File: config.mk
export PLATFORM = sky130hd
export DESIGN_NAME = reset_sequencer_flat
export DESIGN_NICKNAME = d
export VERILOG_FILES = /design/src/rtl/reset_sequencer_if.sv /design/src/rtl/reset_sequencer.sv /design/src/flat_wrapper.sv
export SDC_FILE = /design/constraint.sdc
export NUM_CORES = 1
export LEC_CHECK = 0
export CAP_MARGIN = 25
export CORE_MARGIN = 1.5
export CORE_UTILIZATION = 55
export DETAILED_ROUTE_END_ITERATION = 10
export HOLD_SLACK_MARGIN = 0.12
export PLACE_DENSITY = 0.73
export SYNTH_ARGS = -nofsm -noshare
export SYNTH_HDL_FRONTEND = slang
export SYNTH_SLANG_ARGS = --single-unit
File: constraint.sdc
create_clock -name clk -period 5.2 [get_ports clk]
set_input_delay 1.3 -clock clk [delete_from_list [all_inputs] [get_ports clk]]
set_output_delay 1.3 -clock clk [all_outputs]
set_load 0.005 [all_outputs]
File: src/rtl/reset_sequencer_if.sv
// Signal bundle between the PLL/software side and reset_sequencer.
// The slave modport is the sequencer's view; master is the driver/observer side.
interface reset_sequencer_if #(
    parameter int NumOut = 4
);
    logic              locked_in;
    logic              sw_rst_req;
    logic [NumOut-1:0] rst_out;
    logic              all_done;
    logic [7:0]        lock_loss_cnt;

    modport master (
        output locked_in,
        output sw_rst_req,
        input  rst_out,
        input  all_done,
        input  lock_loss_cnt
    );

    modport slave (
        input  locked_in,
        input  sw_rst_req,
        output rst_out,
        output all_done,
        output lock_loss_cnt
    );
endinterface

File: src/rtl/reset_sequencer.sv
// Synchronises PLL lock, holds resets, then releases NumOut domain resets in order.
// Optional RST_SEQ_LOCK_FILTER_EN: lock loss only after 4 consecutive low lock samples.
module reset_sequencer #(
    parameter int NumOut     = 4,
    parameter int SyncDepth  = 4,
    parameter int HoldCycles = 1024,
    parameter int StepCycles = 256,
    parameter int CntWidth   = 16
) (
    input  logic              clk,
    input  logic              rst,
    reset_sequencer_if.slave  bus
);
    localparam int IdxW = (NumOut > 1) ? $clog2(NumOut) : 1;
    localparam logic [CntWidth-1:0] HoldLast = CntWidth'(HoldCycles - 1);
    localparam logic [CntWidth-1:0] StepLast = CntWidth'(StepCycles - 1);
    localparam logic [IdxW-1:0]     LastIdx  = IdxW'(NumOut - 1);

    typedef enum logic [1:0] {
        WAIT_LOCK,
        HOLD,
        RELEASE,
        RUN
    } state_t;

    state_t               state;
    logic [SyncDepth-1:0] sync_q;
    logic                 lock_s;
    logic                 lock_lost;
    logic [CntWidth-1:0]  counter;
    logic [IdxW-1:0]      idx;
    logic [NumOut-1:0]    rst_q;
    logic                 done_q;
    logic [7:0]           loss_cnt;

    always_ff @(posedge clk or posedge rst) begin
        if (rst) begin
            sync_q <= '0;
        end else begin
            sync_q <= {sync_q[SyncDepth-2:0], bus.locked_in};
        end
    end

    assign lock_s = sync_q[SyncDepth-1];

`ifdef RST_SEQ_LOCK_FILTER_EN
    // Counts consecutive low lock samples while sequencing; the 4th low sample is a real loss.
    logic [1:0] drop_cnt;

    always_ff @(posedge clk or posedge rst) begin
        if (rst) begin
            drop_cnt <= '0;
        end else if (state == WAIT_LOCK || lock_s) begin
            drop_cnt <= '0;
        end else if (drop_cnt != 2'd3) begin
            drop_cnt <= drop_cnt + 2'd1;
        end
    end

    assign lock_lost = !lock_s && (drop_cnt == 2'd3);
`else
    assign lock_lost = !lock_s;
`endif

    always_ff @(posedge clk or posedge rst) begin
        if (rst) begin
            state    <= WAIT_LOCK;
            counter  <= '0;
            idx      <= '0;
            rst_q    <= '1;
            done_q   <= 1'b0;
            loss_cnt <= '0;
        end else begin
            case (state)
                WAIT_LOCK: begin
                    rst_q   <= '1;
                    done_q  <= 1'b0;
                    counter <= '0;
                    idx     <= '0;
                    if (lock_s) begin
                        state <= HOLD;
                    end
                end
                default: begin
                    // Lock loss outranks a simultaneous software request.
                    if (lock_lost) begin
                        state   <= WAIT_LOCK;
                        rst_q   <= '1;
                        done_q  <= 1'b0;
                        counter <= '0;
                        idx     <= '0;
                        if (loss_cnt != 8'hFF) begin
                            loss_cnt <= loss_cnt + 8'd1;
                        end
                    end else if (bus.sw_rst_req) begin
                        state   <= HOLD;
                        rst_q   <= '1;
                        done_q  <= 1'b0;
                        counter <= '0;
                        idx     <= '0;
                    end else if (state == HOLD) begin
                        if (counter == HoldLast) begin
                            rst_q   <= rst_q << 1;
                            counter <= '0;
                            idx     <= IdxW'(1);
                            if (NumOut == 1) begin
                                state  <= RUN;
                                done_q <= 1'b1;
                            end else begin
                                state <= RELEASE;
                            end
                        end else begin
                            counter <= counter + CntWidth'(1);
                        end
                    end else if (state == RELEASE) begin
                        // Shifting in zeros from bit 0 keeps releases strictly in order.
                        if (counter == StepLast) begin
                            rst_q   <= rst_q << 1;
                            counter <= '0;
                            if (idx == LastIdx) begin
                                state  <= RUN;
                                done_q <= 1'b1;
                            end else begin
                                idx <= idx + IdxW'(1);
                            end
                        end else begin
                            counter <= counter + CntWidth'(1);
                        end
                    end
                end
            endcase
        end
    end

    assign bus.rst_out       = rst_q;
    assign bus.all_done      = done_q;
    assign bus.lock_loss_cnt = loss_cnt;
endmodule

File: src/flat_wrapper.sv
// flat-port wrapper written by rule: the top's interface ports become plain ports
module reset_sequencer_flat 
#(
    parameter int NumOut     = 4,
    parameter int SyncDepth  = 4,
    parameter int HoldCycles = 1024,
    parameter int StepCycles = 256,
    parameter int CntWidth   = 16
)
  (clk, rst, bus_locked_in, bus_sw_rst_req, bus_rst_out, bus_all_done, bus_lock_loss_cnt);
  reset_sequencer_if #(.NumOut(NumOut)) bus_i ();
  input  logic clk;
  input  logic rst;
  input wire logic [$bits(bus_i.locked_in)-1:0] bus_locked_in;
  input wire logic [$bits(bus_i.sw_rst_req)-1:0] bus_sw_rst_req;
  output wire logic [$bits(bus_i.rst_out)-1:0] bus_rst_out;
  output wire logic [$bits(bus_i.all_done)-1:0] bus_all_done;
  output wire logic [$bits(bus_i.lock_loss_cnt)-1:0] bus_lock_loss_cnt;
  assign bus_i.locked_in = bus_locked_in;
  assign bus_i.sw_rst_req = bus_sw_rst_req;
  assign bus_rst_out = bus_i.rst_out;
  assign bus_all_done = bus_i.all_done;
  assign bus_lock_loss_cnt = bus_i.lock_loss_cnt;
  reset_sequencer #(.NumOut(NumOut), .SyncDepth(SyncDepth), .HoldCycles(HoldCycles), .StepCycles(StepCycles), .CntWidth(CntWidth)) u_core (.clk(clk), .rst(rst), .bus(bus_i));
endmodule
==> results.json <==
{
  "run_status": "complete, no violations",
  "holdWs_ps": 360,
  "initial_utilization": 0.576,
  "cts_resized": 0,
  "synth-main-ff-cell": "dfrtp_1",
  "hold_path_class": "reg -> reg",
  "dp.cells": 252,
  "clock_path_buffers": 2,
  "syn_to_final_growth_pct": 14.7,
  "grt_max_degree": 38,
  "drt-initial-drc-count": 165,
  "synth_async_sr_flop_share": 1.00,
  "wl_um": 3910,
  "power_density_mw_per_mm2": 340,
  "fp.coreArea_mm2": 0.00336,
  "yosys_warnings": 0,
  "rows": 21,
  "multiInputGateArea_um2": 942,
  "critPathRequiredTime_ps": 5420,
  "yosysSeqAreaShare": 0.480,
  "synth.net_count": 205,
  "route.detailed.drc": 0,
  "post_cts_buffers": 0,
  "finalNonFillerCells": 261,
  "hold_violations": 0,
  "peakVddDrop_v": 0.000324,
  "setup_violations": 0,
  "arrival_ps": 3110,
  "synthCells": 195,
  "portBuffers": 16,
  "cts_buffers": 5,
  "grt_usage": 0.216,
  "skew_ps": 9.21,
  "num_antenna_cells": 0,
  "crit_type": "in -> reg",
  "relSlewSlack": 0.471,
  "fmax_mhz": 347,
  "cts_tree": "yes",
  "io_pins": 17,
  "leakage_nw": 0.883,
  "syn_area_per_cell_um2": 9.94,
  "end_kind": "register",
  "period_share": 0.555,
  "path_clk_slew_ps": 110,
  "worst_setup_path_start_kind": "input pin",
  "tightest_slew_ps": 783,
  "grt_pass1_vias": 1424,
  "synth_edf_count": 0,
  "antenna_found_initial": 0,
  "yosys_register_bits": 37,
  "vias": 1544,
  "setup_tns_ps": 0,
  "dieWidth_um": 62.4,
  "hold_buffers": 0,
  "rsz0062_at_grt": "false",
  "grt.overflow.total": 0,
  "cts-root-buf": "clkbuf_4",
  "avgViaCountPerCell": 5.92,
  "layout.nets": 224,
  "grt_pass1_wl_um": 6620,
  "seq_area_um2": 931,
  "clock-sinks": 37,
  "wl_per_cell_um": 15.0,
  "period_needed_ps": 2890,
  "dpl.hpwl_um": 2710,
  "insertion_delay_ps": 340,
  "ys_types": 48,
  "firstDrtPassIters": 4,
  "antenna_left": 0,
  "die-area_mm2": 0.00389,
  "die_h_um": 62.4,
  "gp_congestion": 0.909,
  "num-fill-cells": 299,
  "slew_viol_final": 0,
  "drive_above_1_share": 0.0977,
  "cp_max_fo": 10,
  "htree_levels": 2,
  "cap_violations": 0,
  "synth.cell_area_mm2": 0.00194
}
## synth_stat cells (all sizes together), types with 2 or more instances
cell type | count | area share
nand2 | 13 | 0.025
a21boi | 3 | 0.012
and3 | 4 | 0.014
mux2i | 2 | 0.010
o21ai | 11 | 0.030
nor3 | 3 | 0.0077
dfstp | 4 | 0.054
nor2 | 20 | 0.039
clkbuf | 4 | 0.0077
dfrtp | 33 | 0.43
nand3 | 18 | 0.046
o31ai | 2 | 0.0077
inv | 9 | 0.017
xor2 | 10 | 0.045
or3 | 2 | 0.0065
and2 | 2 | 0.0065
a21oi | 5 | 0.013
or4 | 3 | 0.014
ha | 6 | 0.039
nor4b | 2 | 0.0090
nor4 | 5 | 0.024
buf | 2 | 0.0084
nand4 | 8 | 0.026
nor2b | 2 | 0.0065
xnor2 | 4 | 0.018
## registers in the layout, indices dropped and copies added, names as in the netlist
name / count
u_core.bus.all_done: 1
u_core.sync_q: 4
u_core.bus.rst_out: 4
u_core.idx: 2
u_core.state: 2
u_core.counter: 16
u_core.bus.lock_loss_cnt: 8
## cells in the final DEF (no fill, tap or decap), types with 2 or more instances in the layout
cell type and n:
and2_1 2, nand3_1 18, a21boi_0 3, nor2b_1 2
nor3_1 3, mux2i_1 2, clkbuf_4 5, or4_1 2
xor2_1 10, nand4_1 8, ha_1 6, nand2_1 13
nor4b_1 2, o21ai_0 10, a21oi_1 5, nor4_1 4
o31ai_1 2, or3_1 2, xnor2_1 4, clkdlybuf4s50_1 16
dfstp_2 4, dfrtp_1 33, and3_1 3, inv_1 9
nor2_1 20
## stage by stage
stage | setup WS (ps) | cell area, µm² | utilization | power [mW]
2_1_floorplan | 2630 | 1940 | - | 0.472
3_3_place_gp | 1980 | 2130 | 0.634 | 0.541
3_5_place_dp | 1790 | 2130 | 0.634 | 0.548
4_1_cts | 2150 | 2220 | 0.659 | 0.757
5_1_grt | 2250 | 2220 | 0.661 | 0.799
6_report | 2310 | 2220 | 0.661 | 0.756
## logic make-up after synthesis
kind of cell / count (synthesis) / share of synthesized area
AO/OA/AOI/OAI: 32 / 0.117
XOR/XNOR: 14 / 0.0633
adder cells (fa/ha/maj): 6 / 0.0387
buffers and inverters: 15 / 0.0336
flip-flops: 37 / 0.480
multiplexers: 3 / 0.0161
AND/OR/NAND/NOR: 88 / 0.251
## area by class of cell
| type | count | share of cell area |
|---|---|---|
| Clock inverter | 1 | 0.0135 |
| Tap cell | 46 | 0.0259 |
| Clock buffer | 7 | 0.0248 |
| Sequential cell | 37 | 0.419 |
| Inverter | 9 | 0.0152 |
| Multi-Input combinational cell | 143 | 0.424 |
| Timing Repair Buffer | 18 | 0.0777 |
## worst max-delay path: stages
cell and delay (ps):
clkdlybuf4s50_1 490, or4b_2 850, nand3_1 220, xor2_1 180, nor2_1 60
## path summary, 6_finish.rpt
kind                                             start                                 to  slack (ps)  depth (start not counted)
max                                     bus_sw_rst_req      u_core.counter[8]$_DFFE_PP0P_        2310                          5
min                         u_core.sync_q[2]$_DFF_PP0_         u_core.sync_q[3]$_DFF_PP0_         360                          0
max reg2reg                u_core.state[1]$_DFFE_PP0P_      u_core.counter[7]$_DFFE_PP0P_        2860                          6
min reg2reg                 u_core.sync_q[2]$_DFF_PP0_         u_core.sync_q[3]$_DFF_PP0_         360                          0
max in group asynchronous                          rst  u_core.bus.rst_out[0]$_DFFE_PP1P_        3500                          3
min in group asynchronous                          rst         u_core.sync_q[0]$_DFF_PP0_        1360                          3
## report_power, final
group | total (mW) | switching [mW] | internal [mW] | leakage, nW
clock | 0.210 | 0.0950 | 0.115 | 0.0455
combinational | 0.195 | 0.104 | 0.0912 | 0.356
sequential | 0.351 | 0.0344 | 0.316 | 0.481
total | 0.756 | 0.233 | 0.522 | 0.883
## metal layers
layer  vias to the layer above  track usage  share of wire
met5                         -            0              0
met3                        11       0.0435          0.046
met1                       739        0.301           0.48
met2                        47        0.338           0.46
li1                        747            -              -
met4                         0       0.0806          0.018
Power figures use the tool's default switching activity.
